===== src/rtl/spi_peripheral_pkg.sv =====
// Shared SPI peripheral definitions: mode decoding, byte geometry, FSM states
// and the fill value shifted out when nothing was staged.
package spi_pkg;

    localparam int BITS_PER_BYTE = 8;
    localparam int BIT_CNT_W     = $clog2(BITS_PER_BYTE);

    localparam logic [BITS_PER_BYTE-1:0] TX_UNDERRUN_FILL = 8'h00;

    typedef enum logic {
        SPI_IDLE,
        SPI_ACTIVE
    } spi_state_e;

    function automatic logic spi_cpol(input int mode);
        return mode[1];
    endfunction

    function automatic logic spi_cpha(input int mode);
        return mode[0];
    endfunction

endpackage


===== src/rtl/spi_peripheral_if.sv =====
// Pin-side and byte-side signals of the SPI peripheral. The slave modport is the
// peripheral's view; the master modport is the controller/host view.
interface spi_peripheral_if;
    import spi_pkg::*;

    logic                     i_spi_clk;
    logic                     i_spi_cs_n;
    logic                     i_spi_copi;
    logic                     o_spi_cipo;
    logic [BITS_PER_BYTE-1:0] o_rx_byte;
    logic                     o_rx_dv;
    logic [BITS_PER_BYTE-1:0] i_tx_byte;
    logic                     i_tx_dv;
    logic                     o_tx_ready;

    modport slave (
        input  i_spi_clk, i_spi_cs_n, i_spi_copi, i_tx_byte, i_tx_dv,
        output o_spi_cipo, o_rx_byte, o_rx_dv, o_tx_ready
    );

    modport master (
        output i_spi_clk, i_spi_cs_n, i_spi_copi, i_tx_byte, i_tx_dv,
        input  o_spi_cipo, o_rx_byte, o_rx_dv, o_tx_ready
    );

endinterface


===== src/rtl/spi_input_sync.sv =====
// Two-flop synchronizer for one asynchronous input, with a synchronous reset
// to a caller-chosen idle level so no false edge follows reset.
module spi_input_sync #(
    parameter logic RST_VAL = 1'b0
) (
    input  logic clk_i,
    input  logic rst_i,
    input  logic d_i,
    output logic q_o
);

    logic meta_q;
    logic sync_q;

    always_ff @(posedge clk_i) begin
        if (rst_i) begin
            meta_q <= RST_VAL;
            sync_q <= RST_VAL;
        end else begin
            meta_q <= d_i;
            sync_q <= meta_q;
        end
    end

    assign q_o = sync_q;

endmodule


===== src/rtl/spi_peripheral.sv =====
// Byte-oriented SPI responder, modes 0-3, oversampled on i_clk.
// Define SPI_PERIPHERAL_SYNC_EN to put 2-flop synchronizers on SCLK/CS_n/COPI.
module spi_peripheral
    import spi_pkg::*;
#(
    parameter int SPI_MODE = 0
) (
    input  logic            i_clk,
    input  logic            i_reset,
    spi_peripheral_if.slave bus
);

    localparam logic CPOL = spi_cpol(SPI_MODE);
    localparam logic CPHA = spi_cpha(SPI_MODE);
    localparam logic [BIT_CNT_W-1:0] LAST_BIT = BIT_CNT_W'(BITS_PER_BYTE - 1);

    logic sclk_s, cs_n_s, copi_s;

`ifdef SPI_PERIPHERAL_SYNC_EN
    spi_input_sync #(.RST_VAL(CPOL)) u_sync_sclk (
        .clk_i(i_clk), .rst_i(i_reset), .d_i(bus.i_spi_clk), .q_o(sclk_s)
    );
    spi_input_sync #(.RST_VAL(1'b1)) u_sync_cs_n (
        .clk_i(i_clk), .rst_i(i_reset), .d_i(bus.i_spi_cs_n), .q_o(cs_n_s)
    );
    spi_input_sync #(.RST_VAL(1'b0)) u_sync_copi (
        .clk_i(i_clk), .rst_i(i_reset), .d_i(bus.i_spi_copi), .q_o(copi_s)
    );
`else
    assign sclk_s = bus.i_spi_clk;
    assign cs_n_s = bus.i_spi_cs_n;
    assign copi_s = bus.i_spi_copi;
`endif

    logic                     sclk_q, sclk_prev_q, cs_n_q, cs_n_prev_q, copi_q;
    spi_state_e               state_q, state_d;
    logic [BIT_CNT_W-1:0]     bit_cnt_q, bit_cnt_d;
    logic [BITS_PER_BYTE-2:0] rx_shift_q, rx_shift_d;
    logic [BITS_PER_BYTE-1:0] tx_shift_q, tx_shift_d;
    logic                     cipo_q, cipo_d;
    logic [BITS_PER_BYTE-1:0] rx_byte_q, rx_byte_d;
    logic                     rx_dv_q, rx_dv_d;
    logic [BITS_PER_BYTE-1:0] tx_buf_q, tx_buf_d;
    logic                     tx_full_q, tx_full_d;

    logic sclk_rise, sclk_fall, lead_edge, trail_edge, sample_edge, shift_edge;
    logic cs_fall, cs_rise;
    logic byte_start;
    logic [BITS_PER_BYTE-1:0] load_byte;

    assign sclk_rise   = sclk_q & ~sclk_prev_q;
    assign sclk_fall   = ~sclk_q & sclk_prev_q;
    assign lead_edge   = CPOL ? sclk_fall : sclk_rise;
    assign trail_edge  = CPOL ? sclk_rise : sclk_fall;
    assign sample_edge = CPHA ? trail_edge : lead_edge;
    assign shift_edge  = CPHA ? lead_edge : trail_edge;
    assign cs_fall     = ~cs_n_q & cs_n_prev_q;
    assign cs_rise     = cs_n_q & ~cs_n_prev_q;

    always_comb begin
        state_d    = state_q;
        bit_cnt_d  = bit_cnt_q;
        rx_shift_d = rx_shift_q;
        tx_shift_d = tx_shift_q;
        cipo_d     = cipo_q;
        rx_byte_d  = rx_byte_q;
        rx_dv_d    = 1'b0;
        tx_buf_d   = tx_buf_q;
        tx_full_d  = tx_full_q;
        byte_start = 1'b0;
        load_byte  = tx_full_q ? tx_buf_q : TX_UNDERRUN_FILL;

        case (state_q)
            SPI_IDLE: begin
                bit_cnt_d  = '0;
                rx_shift_d = '0;
                tx_shift_d = '0;
                cipo_d     = 1'b0;
                if (cs_fall) begin
                    state_d    = SPI_ACTIVE;
                    byte_start = 1'b1;
                end
            end
            SPI_ACTIVE: begin
                if (cs_rise) begin
                    state_d    = SPI_IDLE;
                    bit_cnt_d  = '0;
                    rx_shift_d = '0;
                    tx_shift_d = '0;
                    cipo_d     = 1'b0;
                end else begin
                    if (sample_edge) begin
                        rx_shift_d = {rx_shift_q[BITS_PER_BYTE-3:0], copi_q};
                        bit_cnt_d  = bit_cnt_q + 1'b1;
                        if (bit_cnt_q == LAST_BIT) begin
                            rx_byte_d  = {rx_shift_q, copi_q};
                            rx_dv_d    = 1'b1;
                            byte_start = 1'b1;
                        end
                    end
                    // In CPHA=0 the MSB is already on CIPO at byte start, so the
                    // trailing edge right after a byte boundary must not advance.
                    if (shift_edge && (CPHA || bit_cnt_q != '0)) begin
                        cipo_d     = tx_shift_q[BITS_PER_BYTE-1];
                        tx_shift_d = tx_shift_q << 1;
                    end
                end
            end
            default: state_d = SPI_IDLE;
        endcase

        // tx_shift holds only the bits not yet driven onto CIPO.
        if (byte_start) begin
            tx_full_d = 1'b0;
            if (CPHA) begin
                tx_shift_d = load_byte;
            end else begin
                cipo_d     = load_byte[BITS_PER_BYTE-1];
                tx_shift_d = {load_byte[BITS_PER_BYTE-2:0], 1'b0};
            end
        end

        if (bus.i_tx_dv && !tx_full_q) begin
            tx_buf_d  = bus.i_tx_byte;
            tx_full_d = 1'b1;
        end
    end

    always_ff @(posedge i_clk) begin
        if (i_reset) begin
            sclk_q      <= CPOL;
            sclk_prev_q <= CPOL;
            cs_n_q      <= 1'b1;
            cs_n_prev_q <= 1'b1;
            copi_q      <= 1'b0;
            state_q     <= SPI_IDLE;
            bit_cnt_q   <= '0;
            rx_shift_q  <= '0;
            tx_shift_q  <= '0;
            cipo_q      <= 1'b0;
            rx_byte_q   <= '0;
            rx_dv_q     <= 1'b0;
            tx_buf_q    <= '0;
            tx_full_q   <= 1'b0;
        end else begin
            sclk_q      <= sclk_s;
            sclk_prev_q <= sclk_q;
            cs_n_q      <= cs_n_s;
            cs_n_prev_q <= cs_n_q;
            copi_q      <= copi_s;
            state_q     <= state_d;
            bit_cnt_q   <= bit_cnt_d;
            rx_shift_q  <= rx_shift_d;
            tx_shift_q  <= tx_shift_d;
            cipo_q      <= cipo_d;
            rx_byte_q   <= rx_byte_d;
            rx_dv_q     <= rx_dv_d;
            tx_buf_q    <= tx_buf_d;
            tx_full_q   <= tx_full_d;
        end
    end

    assign bus.o_spi_cipo = cipo_q;
    assign bus.o_rx_byte  = rx_byte_q;
    assign bus.o_rx_dv    = rx_dv_q;
    assign bus.o_tx_ready = ~tx_full_q;

endmodule


===== src/flat_wrapper.sv =====
// flat-port wrapper written by rule: the top's interface ports become plain ports
module spi_peripheral_flat import spi_pkg::*;
#(
    parameter int SPI_MODE = 0
)
  (i_clk, i_reset, bus_i_spi_clk, bus_i_spi_cs_n, bus_i_spi_copi, bus_i_tx_byte, bus_i_tx_dv, bus_o_spi_cipo, bus_o_rx_byte, bus_o_rx_dv, bus_o_tx_ready);
  spi_peripheral_if bus_i ();
  input  logic i_clk;
  input  logic i_reset;
  input wire logic [$bits(bus_i.i_spi_clk)-1:0] bus_i_spi_clk;
  input wire logic [$bits(bus_i.i_spi_cs_n)-1:0] bus_i_spi_cs_n;
  input wire logic [$bits(bus_i.i_spi_copi)-1:0] bus_i_spi_copi;
  input wire logic [$bits(bus_i.i_tx_byte)-1:0] bus_i_tx_byte;
  input wire logic [$bits(bus_i.i_tx_dv)-1:0] bus_i_tx_dv;
  output wire logic [$bits(bus_i.o_spi_cipo)-1:0] bus_o_spi_cipo;
  output wire logic [$bits(bus_i.o_rx_byte)-1:0] bus_o_rx_byte;
  output wire logic [$bits(bus_i.o_rx_dv)-1:0] bus_o_rx_dv;
  output wire logic [$bits(bus_i.o_tx_ready)-1:0] bus_o_tx_ready;
  assign bus_i.i_spi_clk = bus_i_spi_clk;
  assign bus_i.i_spi_cs_n = bus_i_spi_cs_n;
  assign bus_i.i_spi_copi = bus_i_spi_copi;
  assign bus_i.i_tx_byte = bus_i_tx_byte;
  assign bus_i.i_tx_dv = bus_i_tx_dv;
  assign bus_o_spi_cipo = bus_i.o_spi_cipo;
  assign bus_o_rx_byte = bus_i.o_rx_byte;
  assign bus_o_rx_dv = bus_i.o_rx_dv;
  assign bus_o_tx_ready = bus_i.o_tx_ready;
  spi_peripheral #(.SPI_MODE(SPI_MODE)) u_core (.i_clk(i_clk), .i_reset(i_reset), .bus(bus_i));
endmodule

===== config.mk =====
export PLATFORM = sky130hd
export DESIGN_NAME = spi_peripheral_flat
export DESIGN_NICKNAME = d
export VERILOG_FILES = /design/src/rtl/spi_peripheral_pkg.sv /design/src/rtl/spi_peripheral_if.sv /design/src/rtl/spi_input_sync.sv /design/src/rtl/spi_peripheral.sv /design/src/flat_wrapper.sv
export SDC_FILE = /design/constraint.sdc
export NUM_CORES = 1
export LEC_CHECK = 0
export ABC_AREA = 1
export BUFFER_PORTS_ARGS = -buffer_cell sky130_fd_sc_hd__clkbuf_2
export CAP_MARGIN = 20
export CORE_MARGIN = 5
export CORE_UTILIZATION = 35
export CTS_BUF_LIST = sky130_fd_sc_hd__clkbuf_8
export CTS_CLUSTER_SIZE = 10
export DETAILED_ROUTE_END_ITERATION = 16
export PLACE_DENSITY_LB_ADDON = 0.2
export REMOVE_ABC_BUFFERS = 1
export SETUP_SLACK_MARGIN = 0.1
export SYNTH_ARGS = -nofsm -noshare
export SYNTH_HDL_FRONTEND = slang
export SYNTH_HIERARCHICAL = 1
export SYNTH_SLANG_ARGS = --single-unit
export TNS_END_PERCENT = 20

===== constraint.sdc =====
create_clock -name i_clk -period 4.3 [get_ports i_clk]
set_clock_uncertainty 0.2 [all_clocks]
set_input_delay 0.43 -clock i_clk [delete_from_list [all_inputs] [get_ports i_clk]]
set_output_delay 0.43 -clock i_clk [all_outputs]
set_load 0.01 [all_outputs]

# After elaboration in Yosys (flattened, before gate mapping)
# Cells that the tools add are included.
# word_totals
elab_cells	63
input_bits	14
out_inout_bits	11
ff_bits	43
# op_classes
eq_ne	4
bitwise	11
reduce_logical	8
muxes	24
n_addsub	1
# ops
cell	n
2-to-1 mux 8 bit	4
case mux 8 bit (2 select lines)	1
2-to-1 mux 7 bit	2
case mux 7 bit (2 select lines)	1
2-to-1 mux 1 bit	10
inverter 1 bit	7
2-to-1 mux 3 bit	2
!= test 3 bit (second input constant)	2
case mux 1 bit (2 select lines)	3
case mux 3 bit (2 select lines)	1
bitwise AND 1 bit	4
!= test 4 bit (second input constant)	1
AND reduction 4 bit	1
OR reduction 2 bit	2
adder 3 x 1 -> 3 bit (second input constant)	1
equality test 3 bit (second input constant)	1
nonzero test 3 bit	1
logical AND 1 bit	2
nonzero test 2 bit	1
logical NOT 1 bit	1

# Logic depth before layout (Yosys ltp)
# Gate-level depths: netlist of the first run.
# logic_depth
depth_word	7
ltp_mapped	10
depth_no_buf	10

# Worst setup path after synthesis of the first run
# OpenSTA, ideal clock, no wires.
# synth_timing
path_type	reg-to-reg
from	register u_core.bit_cnt_q[0]
to	register u_core.rx_byte_q[1] (netlist: u_core/bus.o_rx_byte[1])
setup_time_ns	0.116
period_less_slack_ns	1.619
t_required_ns	3.984
arrival_time_ns	1.303
n_path_buf	1
setup_slack_ns	2.681
path_stages_with_launch	10
cell_sequence	dfxtp_1 -> ha_1 -> ha_1 -> nand3_2 -> inv_1 -> nand2_2 -> buf_6 -> inv_6 -> o21ai_0 -> nor2_1
# synth_between
elab_chain_cells	2
# synth_rtl
item	line	source
start, declared	spi_peripheral.sv:37	logic [BIT_CNT_W-1:0] bit_cnt_q, bit_cnt_d;
start signal, assigned	spi_peripheral.sv:152	bit_cnt_q <= bit_cnt_d;
equality test 3 bit	spi_peripheral.sv:95	if (bit_cnt_q == LAST_BIT) begin
AND reduction 4 bit (no line)	-	
end signal, assigned	spi_peripheral.sv:156	rx_byte_q <= rx_byte_d;
end, declared	spi_peripheral.sv:41	logic [BITS_PER_BYTE-1:0] rx_byte_q, rx_byte_d;
# No other way between the ends.
# A chain may end at the register's enable or synchronous reset.

# Final worst setup path of the first run
# layout_timing
from	register u_core.bit_cnt_q[0]
to	register u_core.tx_shift_q[4]
# layout_between
elab_chain_cells	6
elab_cells_between_ends	9
cone_classes	eq/ne (2); mux (5); reduce/logical (2)
# layout_rtl
item	line	source
equality test 3 bit	spi_peripheral.sv:95	
2-to-1 mux 1 bit	spi_peripheral.sv:95	
2-to-1 mux 1 bit	spi_peripheral.sv:92	if (sample_edge) begin
2-to-1 mux 1 bit	spi_peripheral.sv:85	if (cs_rise) begin
case mux 1 bit (2 select lines)	spi_peripheral.sv:73	case (state_q)
!= test 4 bit (no line) / 2-to-1 mux 8 bit (equally long branches)	-	
end signal, assigned	spi_peripheral.sv:154	tx_shift_q <= tx_shift_d;
end, declared	spi_peripheral.sv:39	logic [BITS_PER_BYTE-1:0] tx_shift_q, tx_shift_d;
# Parallel ways exist; a longest one is shown, timed or not.

==> results.py, run 1 <==
metrics = {
    "placement": {
        "place_congestion": 0.7352,
        "hpwl_microns": 2389,
        "port_buffers": 24,
    },
    "drt": {
        "via_per_inst": 4.424,
        "vias": 1398,
        "drt-initial-drc-count": 36,
        "antenna_left": 0,
        "drc": 0,
        "wire_per_inst_microns": 10.45,
        "routed_wl_microns": 3301,
        "first_pass_iters": 4,
    },
    "floorplan": {
        "io_pins": 25,
        "die_h_microns": 80.24,
        "die_x_microns": 80.24,
        "row_count": 25,
        "core_sq_um": 4755,
        "die_area_sq_um": 6438,
        "initial_core_util_pct": 36.32,
    },
    "flow_run": {
        "drv_cap": 0,
    },
    "grt": {
        "antenna_found_initial": 0,
        "grt_max_degree": 26,
        "overflow": 0,
        "grt_pass1_wl_microns": 5685,
        "grt_pass1_vias": 1336,
        "grt_usage_pct": 11.35,
    },
    "clocking": {
        "postCtsHoldBufs": 0,
        "cts_setup_buffers": 0,
        "cts_made_buffers": 5,
        "clock_sinks": 42,
        "clock_latency_ps": 290,
        "htree_levels": 2,
        "clk_pin_slew_ps": 80,
        "cts_root_buffer": "clkbuf_8",
        "cts_tree": "yes",
        "clock_path_buffers": 2,
        "cts-resized-gates": 0,
    },
    "sta": {
        "setup_violations": 0,
        "tightest_slew_ps": 666.2,
        "rsz0062_at_grt": "no",
        "finalCritPeriodShare_pct": 44.78,
        "slew_violations": 0,
        "fmax_mhz": 519.3,
        "fin_tns_setup_ps": 0,
        "finalHoldViolations": 0,
        "min_period_ps": 1926,
        "maxSlewHeadroom_pct": 55.54,
        "worst_hold_slack_ps": 119.8,
    },
    "setup_path": {
        "crit_fanout": 11,
        "worstPathRequired_ps": 4290,
        "end_kind": "register",
        "critical_path_class": "reg2reg",
        "crit_path_start_kind": "register",
        "critPathArrivalTime_ps": 1910,
    },
    "final_layout": {
        "final_nets": 266,
        "layout_commonest_cell": "nor2_1",
        "area_growth_pct": 15.72,
        "layout_common_cells": "nor2_1, dfxtp_1, nand2_1",
        "num_antenna_cells": 0,
        "final.fill_count": 532,
        "drive_gt1_share_pct": 18.47,
        "final_util_pct": 42.03,
    },
    "yosys": {
        "yosys.area.top_type": "dfxtp_1",
        "yosysTopAreaCellShare_pct": 48.70,
        "yosysSeqAreaShare_pct": 48.70,
        "netlist_area_sq_um": 1727,
        "ys_seq_elements": 42,
        "syn_inst": 225,
        "synth_warnings": 6,
        "syn_avg_cell_area_sq_um": 7.674,
        "ys_types": 25,
        "synthTopCellsByArea": "dfxtp_1, nor2_1, nand2_1",
    },
    "power_and_ir_drop": {
        "power_density_nw_per_um2": 392.9,
        "leakage_nw": 0.9148,
        "ir_worst_vdd_mv": 0.1708,
        "power_uw": 785.0,
    },
    "min_path": {
        "hp-class": "in2reg",
    },
    "run_status": {
        "status": "complete, no violations",
    },
}
per-layer routing:
metal	vias to the layer above	global-route usage, %	part of all wire (%)
met5	-	0	0
met4	0	5.068	1.3
met3	5	3.139	4.8
met2	31	19.95	47
met1	613	12.64	46
li1	749	-	-
report_power, final:
group          total, mW  switching (mW)  internal [mW]
sequential         0.411         0.00821          0.402
combinational     0.0582          0.0374         0.0208
clock              0.316           0.131          0.186
critical path, stage by stage (launching register included):
cell and delay, ps:
dfxtp_1 330, ha_1 210, ha_1 190, nand3_2 150, inv_1 70, nand2_2 280, nand2_4 120, nand2_1 90
nand3_1 60, nand2_1 70, nor2_1 50
area by class of cell:
class	count	area, sq um	share of cell area (%)
clock buffers	6	82.58	4.133
clock inverters	1	30.03	1.503
inverters	25	98.84	4.947
multi-input cells	151	742.0	37.13
flip-flops and latches	42	840.8	42.08
well taps	67	83.83	4.195
repair buffers	24	120.1	6.011
flip-flops by register name, indices dropped and copies added (netlist names):
name	flops
u_core/bus.o_spi_cipo	1
u_core/sclk_q	1
u_core/tx_full_q	1
u_core/tx_shift_q	7
u_core/sclk_prev_q	1
u_core/cs_n_q	1
u_core/bus.o_rx_dv	1
u_core/copi_q	1
u_core/state_q	1
u_core/rx_shift_q	7
u_core/tx_buf_q	8
u_core/bit_cnt_q	3
u_core/bus.o_rx_byte	8
u_core/cs_n_prev_q	1
metrics by stage:
stage	std cells	instance area (sq um)	setup WS, ps
after floorplan	218	1682	2593
after global placement	309	1886	2277
after detailed placement	309	1886	2233
after CTS	316	1998	2361
after global routing	316	1998	2183
final	316	1998	2374
kinds of logic (layout without fill, tap and decap cells):
family,after synthesis,after routing,share of synthesized area (%)
simple gates,111,111,29.20
flops,42,42,48.70
compound gates,37,37,11.59
buf+inv,32,56,8.333
fa+ha+maj,3,3,2.174
synth_stat cells:
cell type and n:
nand4_2 1, a21oi_2 1, o21ai_0 21, nand2_1 40, nor2_1 54, nand3_1 3
o21ai_1 1, or2_2 1, ha_1 3, inv_1 21, clkinv_1 1, inv_2 2
nand2_4 2, inv_6 1, clkbuf_1 2, a21oi_4 1, nor3_1 1, nand3_2 3
buf_2 3, dfxtp_1 42, a21oi_1 13, nand2_2 1, nand4_1 3, buf_6 2
nand3_4 2
final timing paths:
| kind | slack (ps) | cells past startpoint | to | from |
|---|---|---|---|---|
| worst min register to register | 260 | 2 | u_core/sclk_prev_q | u_core/sclk_q |
| worst max-delay path | 2370 | 10 | u_core/tx_shift_q[4] | u_core/bit_cnt_q[0] |
| worst min-delay path | 120 | 2 | u_core/cs_n_q | bus_i_spi_cs_n |
| worst max register to register | 2370 | 10 | u_core/tx_shift_q[4] | u_core/bit_cnt_q[0] |
No activity file was read; power rests on OpenSTA's default activity.
==> run 2, diff against run 1 <==
clock period = 1.9 ns   (was 4.3 ns; I/O delays follow)
==> run 2 against run 1 <==
  * Design area is 10% higher
  * Hold slack better by 140 ps
  * Sequential power is 130% higher
  * Core utilization is 4.3 points higher
  * Maximum frequency is 13% higher
  * Sequential cell count stayed put
  * First-iteration DRC count is 75% higher
  * Power is 130% higher
  * Die area stayed put
  * Highest routed layer unchanged
==> results.py, run 2 (synthesis gave the netlist of run 1 again) <==
metrics = {
    "clocking": {
        "cts_root_buffer": "clkbuf_8",
        "cts_setup_buffers": 0,
        "clock_latency_ps": 290,
        "clock_sinks": 42,
        "clk_pin_slew_ps": 80,
        "clock_path_buffers": 2,
        "cts_made_buffers": 5,
        "cts_tree": "yes",
        "htree_levels": 2,
    },
    "setup_path": {
        "cp.depth": 10,
        "worstPathRequired_ps": 1880,
        "max_stage_delay_ps": 330,
        "critPathArrivalTime_ps": 1690,
        "end_kind": "register",
        "r2r_cells": 10,
        "crit_path_start_kind": "register",
        "critical_path_class": "reg2reg",
        "path_delay_family": "simple AND/OR/NAND/NOR gates",
        "cp_num_buf_inv": 1,
        "crit_fanout": 7,
        "r2r_slack_ps": 190,
        "slowest_stage": "dfxtp_1",
        "crit_chain": "ha_1 -> ha_1 -> nand3_4 -> inv_2 -> nand2_4 -> nand2_4 -> nand2_4 -> nor2_1 -> nor2_1 -> nor2_1",
    },
    "sta": {
        "rsz0062_at_grt": "yes",
        "worst_hold_slack_ps": 260.8,
        "finalCritPeriodShare_pct": 89.84,
        "min_period_ps": 1707,
        "maxSlewHeadroom_pct": 74.05,
        "setup_violations": 0,
        "fin_tns_setup_ps": 0,
        "fmax_mhz": 585.8,
        "finalHoldViolations": 0,
        "tightest_slew_ps": 388.2,
        "slew_violations": 0,
    },
    "drt": {
        "vias": 1465,
        "antenna_left": 0,
        "routed_wl_microns": 3365,
        "wire_per_inst_microns": 10.01,
        "first_pass_iters": 4,
        "via_per_inst": 4.360,
        "drc": 0,
        "drt-initial-drc-count": 63,
    },
    "final_layout": {
        "final_nets": 285,
        "multi_input_area_sq_um": 763.2,
        "drive_gt1_share_pct": 19.70,
        "layout_common_cells": "nor2_1, dfxtp_1, nand2_1",
        "layout_commonest_cell": "nor2_1",
        "regArea_sq_um": 842.1,
        "final.fill_count": 504,
        "area_growth_pct": 27.46,
        "num_antenna_cells": 0,
    },
    "floorplan": {
        "die_x_microns": 80.24,
        "row_count": 25,
        "die_h_microns": 80.24,
        "die_area_sq_um": 6438,
        "core_sq_um": 4755,
        "initial_core_util_pct": 36.32,
        "io_pins": 25,
    },
    "flow_run": {
        "drv_cap": 0,
    },
    "power_and_ir_drop": {
        "leakage_nw": 1.015,
        "ir_worst_vdd_mv": 0.4436,
        "power_density_nw_per_um2": 810.4,
    },
    "min_path": {
        "hp-class": "reg2reg",
        "hold_depth": 2,
    },
    "grt": {
        "grt_pass1_wl_microns": 5851,
        "grt_pass1_vias": 1345,
        "overflow": 0,
        "antenna_found_initial": 0,
        "grt_usage_pct": 11.47,
        "grt_max_degree": 25,
    },
    "placement": {
        "hpwl_microns": 2412,
        "port_buffers": 24,
        "place_congestion": 0.7608,
    },
    "run_status": {
        "status": "complete, no violations",
    },
}
[run 2: through the flow]
| stage | setup WS (ps) | area, sq um | total power, mW | cells | utilization, % |
|---|---|---|---|---|---|
| 6_report | 193.0 | 2201 | 1.784 | 336 | 46.29 |
| 5_1_grt | 79.85 | 2201 | 1.877 | 336 | 46.29 |
| 4_1_cts | 86.77 | 2182 | 1.806 | 336 | 45.89 |
| 3_5_place_dp | 93.94 | 1916 | 1.090 | 313 | 40.29 |
| 3_3_place_gp | 127.8 | 1916 | 1.090 | 313 | 40.29 |
| 2_1_floorplan | 192.8 | 1682 | 1.041 | 218 | - |
[run 2: where the power goes]
part	switching [mW]	total, mW	internal (mW)
clock network	0.302	0.689	0.387
logic	0.0950	0.168	0.0731
registers	0.0161	0.926	0.910
total	0.413	1.78	1.37
[run 2: layout make-up]
class                      instances  share of cell area [%]
tap                               67                   3.809
clock buffer                       5                   3.127
timing repair buffer              43                   13.81
sequential                        42                   38.26
inverter                          25                   4.491
clock inverter                     3                   1.819
multi-input combinational        151                   34.68
[run 2: final timing paths]
check / start / endpoint
worst max-delay path: u_core/bit_cnt_q[0] / u_core/bus.o_spi_cipo
worst min-delay path: u_core/tx_buf_q[4] / u_core/tx_buf_q[4]
worst max register to register: u_core/bit_cnt_q[0] / u_core/bus.o_spi_cipo
worst min register to register: u_core/tx_buf_q[4] / u_core/tx_buf_q[4]
[run 2: per-layer routing]
layer,track usage (%),vias to the layer above,wire (microns),part of all wire [%]
li1,-,790,-,-
met1,13.62,637,1613,48
met2,19.37,31,1543,46
met3,3.363,7,158,4.7
met4,4.392,0,50,1.5
met5,0,-,0,0
[run 2: worst register-to-register path, stage by stage (launching register included)]
cell and delay [ps]:
dfxtp_1 330, ha_1 200, ha_1 210, nand3_4 140, inv_2 60, nand2_4 130, nand2_4 90, nand2_4 80
nor2_1 50, nor2_1 80, nor2_1 40
[run 2: timing repair]
| item | 4_1_cts | 5_1_grt |
|---|---|---|
| endpoints found under the setup margin | 3 | 13 |
| hold endpoints to repair | 15 | 0 |
| resized for setup | 1 | 8 |
| pin swaps | 0 | 0 |
| hold buffers | 15 | 0 |
==> run 3, diff against run 2 <==
CELL_PAD_IN_SITES_DETAIL_PLACEMENT = 1   (was not set)
CELL_PAD_IN_SITES_GLOBAL_PLACEMENT = 2   (was not set)
CORE_UTILIZATION = 33   (was 35)
==> run 3 against run 2 <==
  * Combinational power hardly changed
  * Setup slack worse by 3.8 ps
  * Core utilization is 3.1 points lower
  * Sequential share of layout area is 0.052 points lower
  * Global-route usage is 2.7 points higher
  * Power is 1.6% higher
  * Clock power is 3.0% higher
  * Largest cell class unchanged
  * Critical path depth stayed put
  * Die area is 5.3% higher
  * Via count is 5.1% higher
==> results.py, run 3 (synthesis gave the netlist of run 1 again) <==
metrics = {
    "drt": {
        "vias": 1540,
        "drt-initial-drc-count": 44,
        "first_pass_iters": 4,
        "drc": 0,
        "antenna_left": 0,
        "wire_per_inst_microns": 12.28,
        "via_per_inst": 4.529,
        "routed_wl_microns": 4175,
    },
    "setup_path": {
        "worstPathRequired_ps": 1940,
        "end_kind": "register",
        "crit_path_start_kind": "register",
        "critical_path_class": "reg2reg",
        "path_delay_family": "simple AND/OR/NAND/NOR gates",
        "cp_common_cell": "nand2_4",
        "max_stage_delay_ps": 350,
        "critPathArrivalTime_ps": 1750,
        "cp_num_buf_inv": 1,
        "crit_chain": "ha_1 -> ha_2 -> nand3_4 -> inv_2 -> nand2_4 -> nand2_4 -> nand2_4 -> nor2_2 -> nor2_1 -> nor2_1",
        "r2r_slack_ps": 190,
        "crit_fanout": 5,
        "slowest_stage": "dfxtp_2",
    },
    "floorplan": {
        "initial_core_util_pct": 33.81,
        "row_count": 26,
        "die_h_microns": 82.34,
        "die_area_sq_um": 6779,
        "core_sq_um": 5107,
        "die_x_microns": 82.34,
        "io_pins": 25,
    },
    "power_and_ir_drop": {
        "power_density_nw_per_um2": 820.9,
        "leakage_nw": 1.013,
        "ir_worst_vdd_mv": 0.3806,
    },
    "sta": {
        "min_period_ps": 1711,
        "tightest_slew_ps": 438.0,
        "fin_tns_setup_ps": 0,
        "maxSlewHeadroom_pct": 70.73,
        "setup_violations": 0,
        "finalHoldViolations": 0,
        "slew_violations": 0,
        "rsz0062_at_grt": "no",
        "fmax_mhz": 584.5,
        "finalCritPeriodShare_pct": 90.04,
    },
    "final_layout": {
        "num_antenna_cells": 0,
        "area_growth_pct": 27.83,
        "postLayoutCellArea_sq_um": 2207,
        "multi_input_area_sq_um": 768.2,
        "final_nets": 286,
        "drive_gt1_share_pct": 22.22,
        "layout_commonest_cell": "nor2_1",
        "final.fill_count": 669,
        "regArea_sq_um": 843.3,
        "layout_common_cells": "nor2_1, nand2_1, dfxtp_1",
    },
    "grt": {
        "antenna_found_initial": 0,
        "grt_usage_pct": 14.20,
        "grt_pass1_vias": 1621,
        "grt_pass1_wl_microns": 7348,
        "grt_max_degree": 25,
        "overflow": 0,
    },
    "clocking": {
        "clock_path_buffers": 2,
        "htree_levels": 2,
        "clk_pin_slew_ps": 80,
        "cts_tree": "yes",
        "clock_latency_ps": 290,
        "cts_made_buffers": 5,
        "clock_sinks": 42,
        "cts_root_buffer": "clkbuf_8",
    },
    "run_status": {
        "status": "complete, no violations",
    },
    "placement": {
        "place_congestion": 0.7057,
        "hpwl_microns": 3006,
        "port_buffers": 24,
        "dpl_cell_area_sq_um": 1942,
    },
    "min_path": {
        "hp-class": "in2reg",
    },
    "flow_run": {
        "drv_cap": 0,
    },
}
run 3: cell types whose count changed in the layout (fill, tap and decap cells not counted), sizes merged:
| cell | change |
|---|---|
| buf | +4 |
| dlygate4sd3 | -3 |
run 3: cell type report:
class / count / area share (%)
Tap cell: 70 / 3.968
Inverter: 25 / 4.478
Sequential cell: 42 / 38.21
Clock buffer: 5 / 3.118
Multi-Input combinational cell: 151 / 34.81
Timing Repair Buffer: 44 / 13.61
Clock inverter: 3 / 1.814
run 3: what timing repair did:
item                                    in CTS  in global routing
hold buffers                                12                  0
endpoints found under the setup margin       7                 16
setup buffers                                0                  1
resized for setup                            1                  9
endpoints found under the hold margin       12                  0
run 3: final timing paths:
check,startpoint,end,cells past startpoint
setup / recovery,u_core/bit_cnt_q[0],u_core/tx_shift_q[5],10
hold / removal,bus_i_tx_dv,u_core/tx_full_q,3
setup reg to reg,u_core/bit_cnt_q[0],u_core/tx_shift_q[5],10
hold reg to reg,u_core/tx_buf_q[7],u_core/tx_buf_q[7],2
run 3: power breakdown:
| part | switching, mW | leakage (nW) | total, mW | internal [mW] |
|---|---|---|---|---|
| registers | 0.0204 | 0.343 | 0.931 | 0.910 |
| logic | 0.0985 | 0.611 | 0.171 | 0.0724 |
| clock network | 0.323 | 0.0579 | 0.710 | 0.387 |
run 3: worst reg2reg max path, cell delays in order, from the launching register on:
cell and delay [ps]:
dfxtp_2 350, ha_1 160, ha_2 200, nand3_4 120, inv_2 90, nand2_4 90, nand2_4 120, nand2_4 70
nor2_2 130, nor2_1 60, nor2_1 70
run 3: per-stage QoR:
stage,util (%),power (mW),hold WS [ps],std cells,worst slack [ps]
2_1_floorplan,-,1.041,52.44,218,192.8
3_3_place_gp,38.02,1.100,177.1,319,112.9
3_5_place_dp,38.02,1.103,179.7,319,77.80
4_1_cts,42.55,1.834,4.799,339,70.48
5_1_grt,43.21,1.910,7.613,340,106.6
6_report,43.21,1.812,7.745,340,189.2
run 3: routing by layer:
layer | GRT usage, % | vias up | wire length (microns)
met4 | 3.987 | 0 | 29
met3 | 3.688 | 4 | 141
li1 | - | 798 | -
met2 | 24.12 | 15 | 2100
met1 | 17.62 | 723 | 1902
met5 | 0 | - | 0
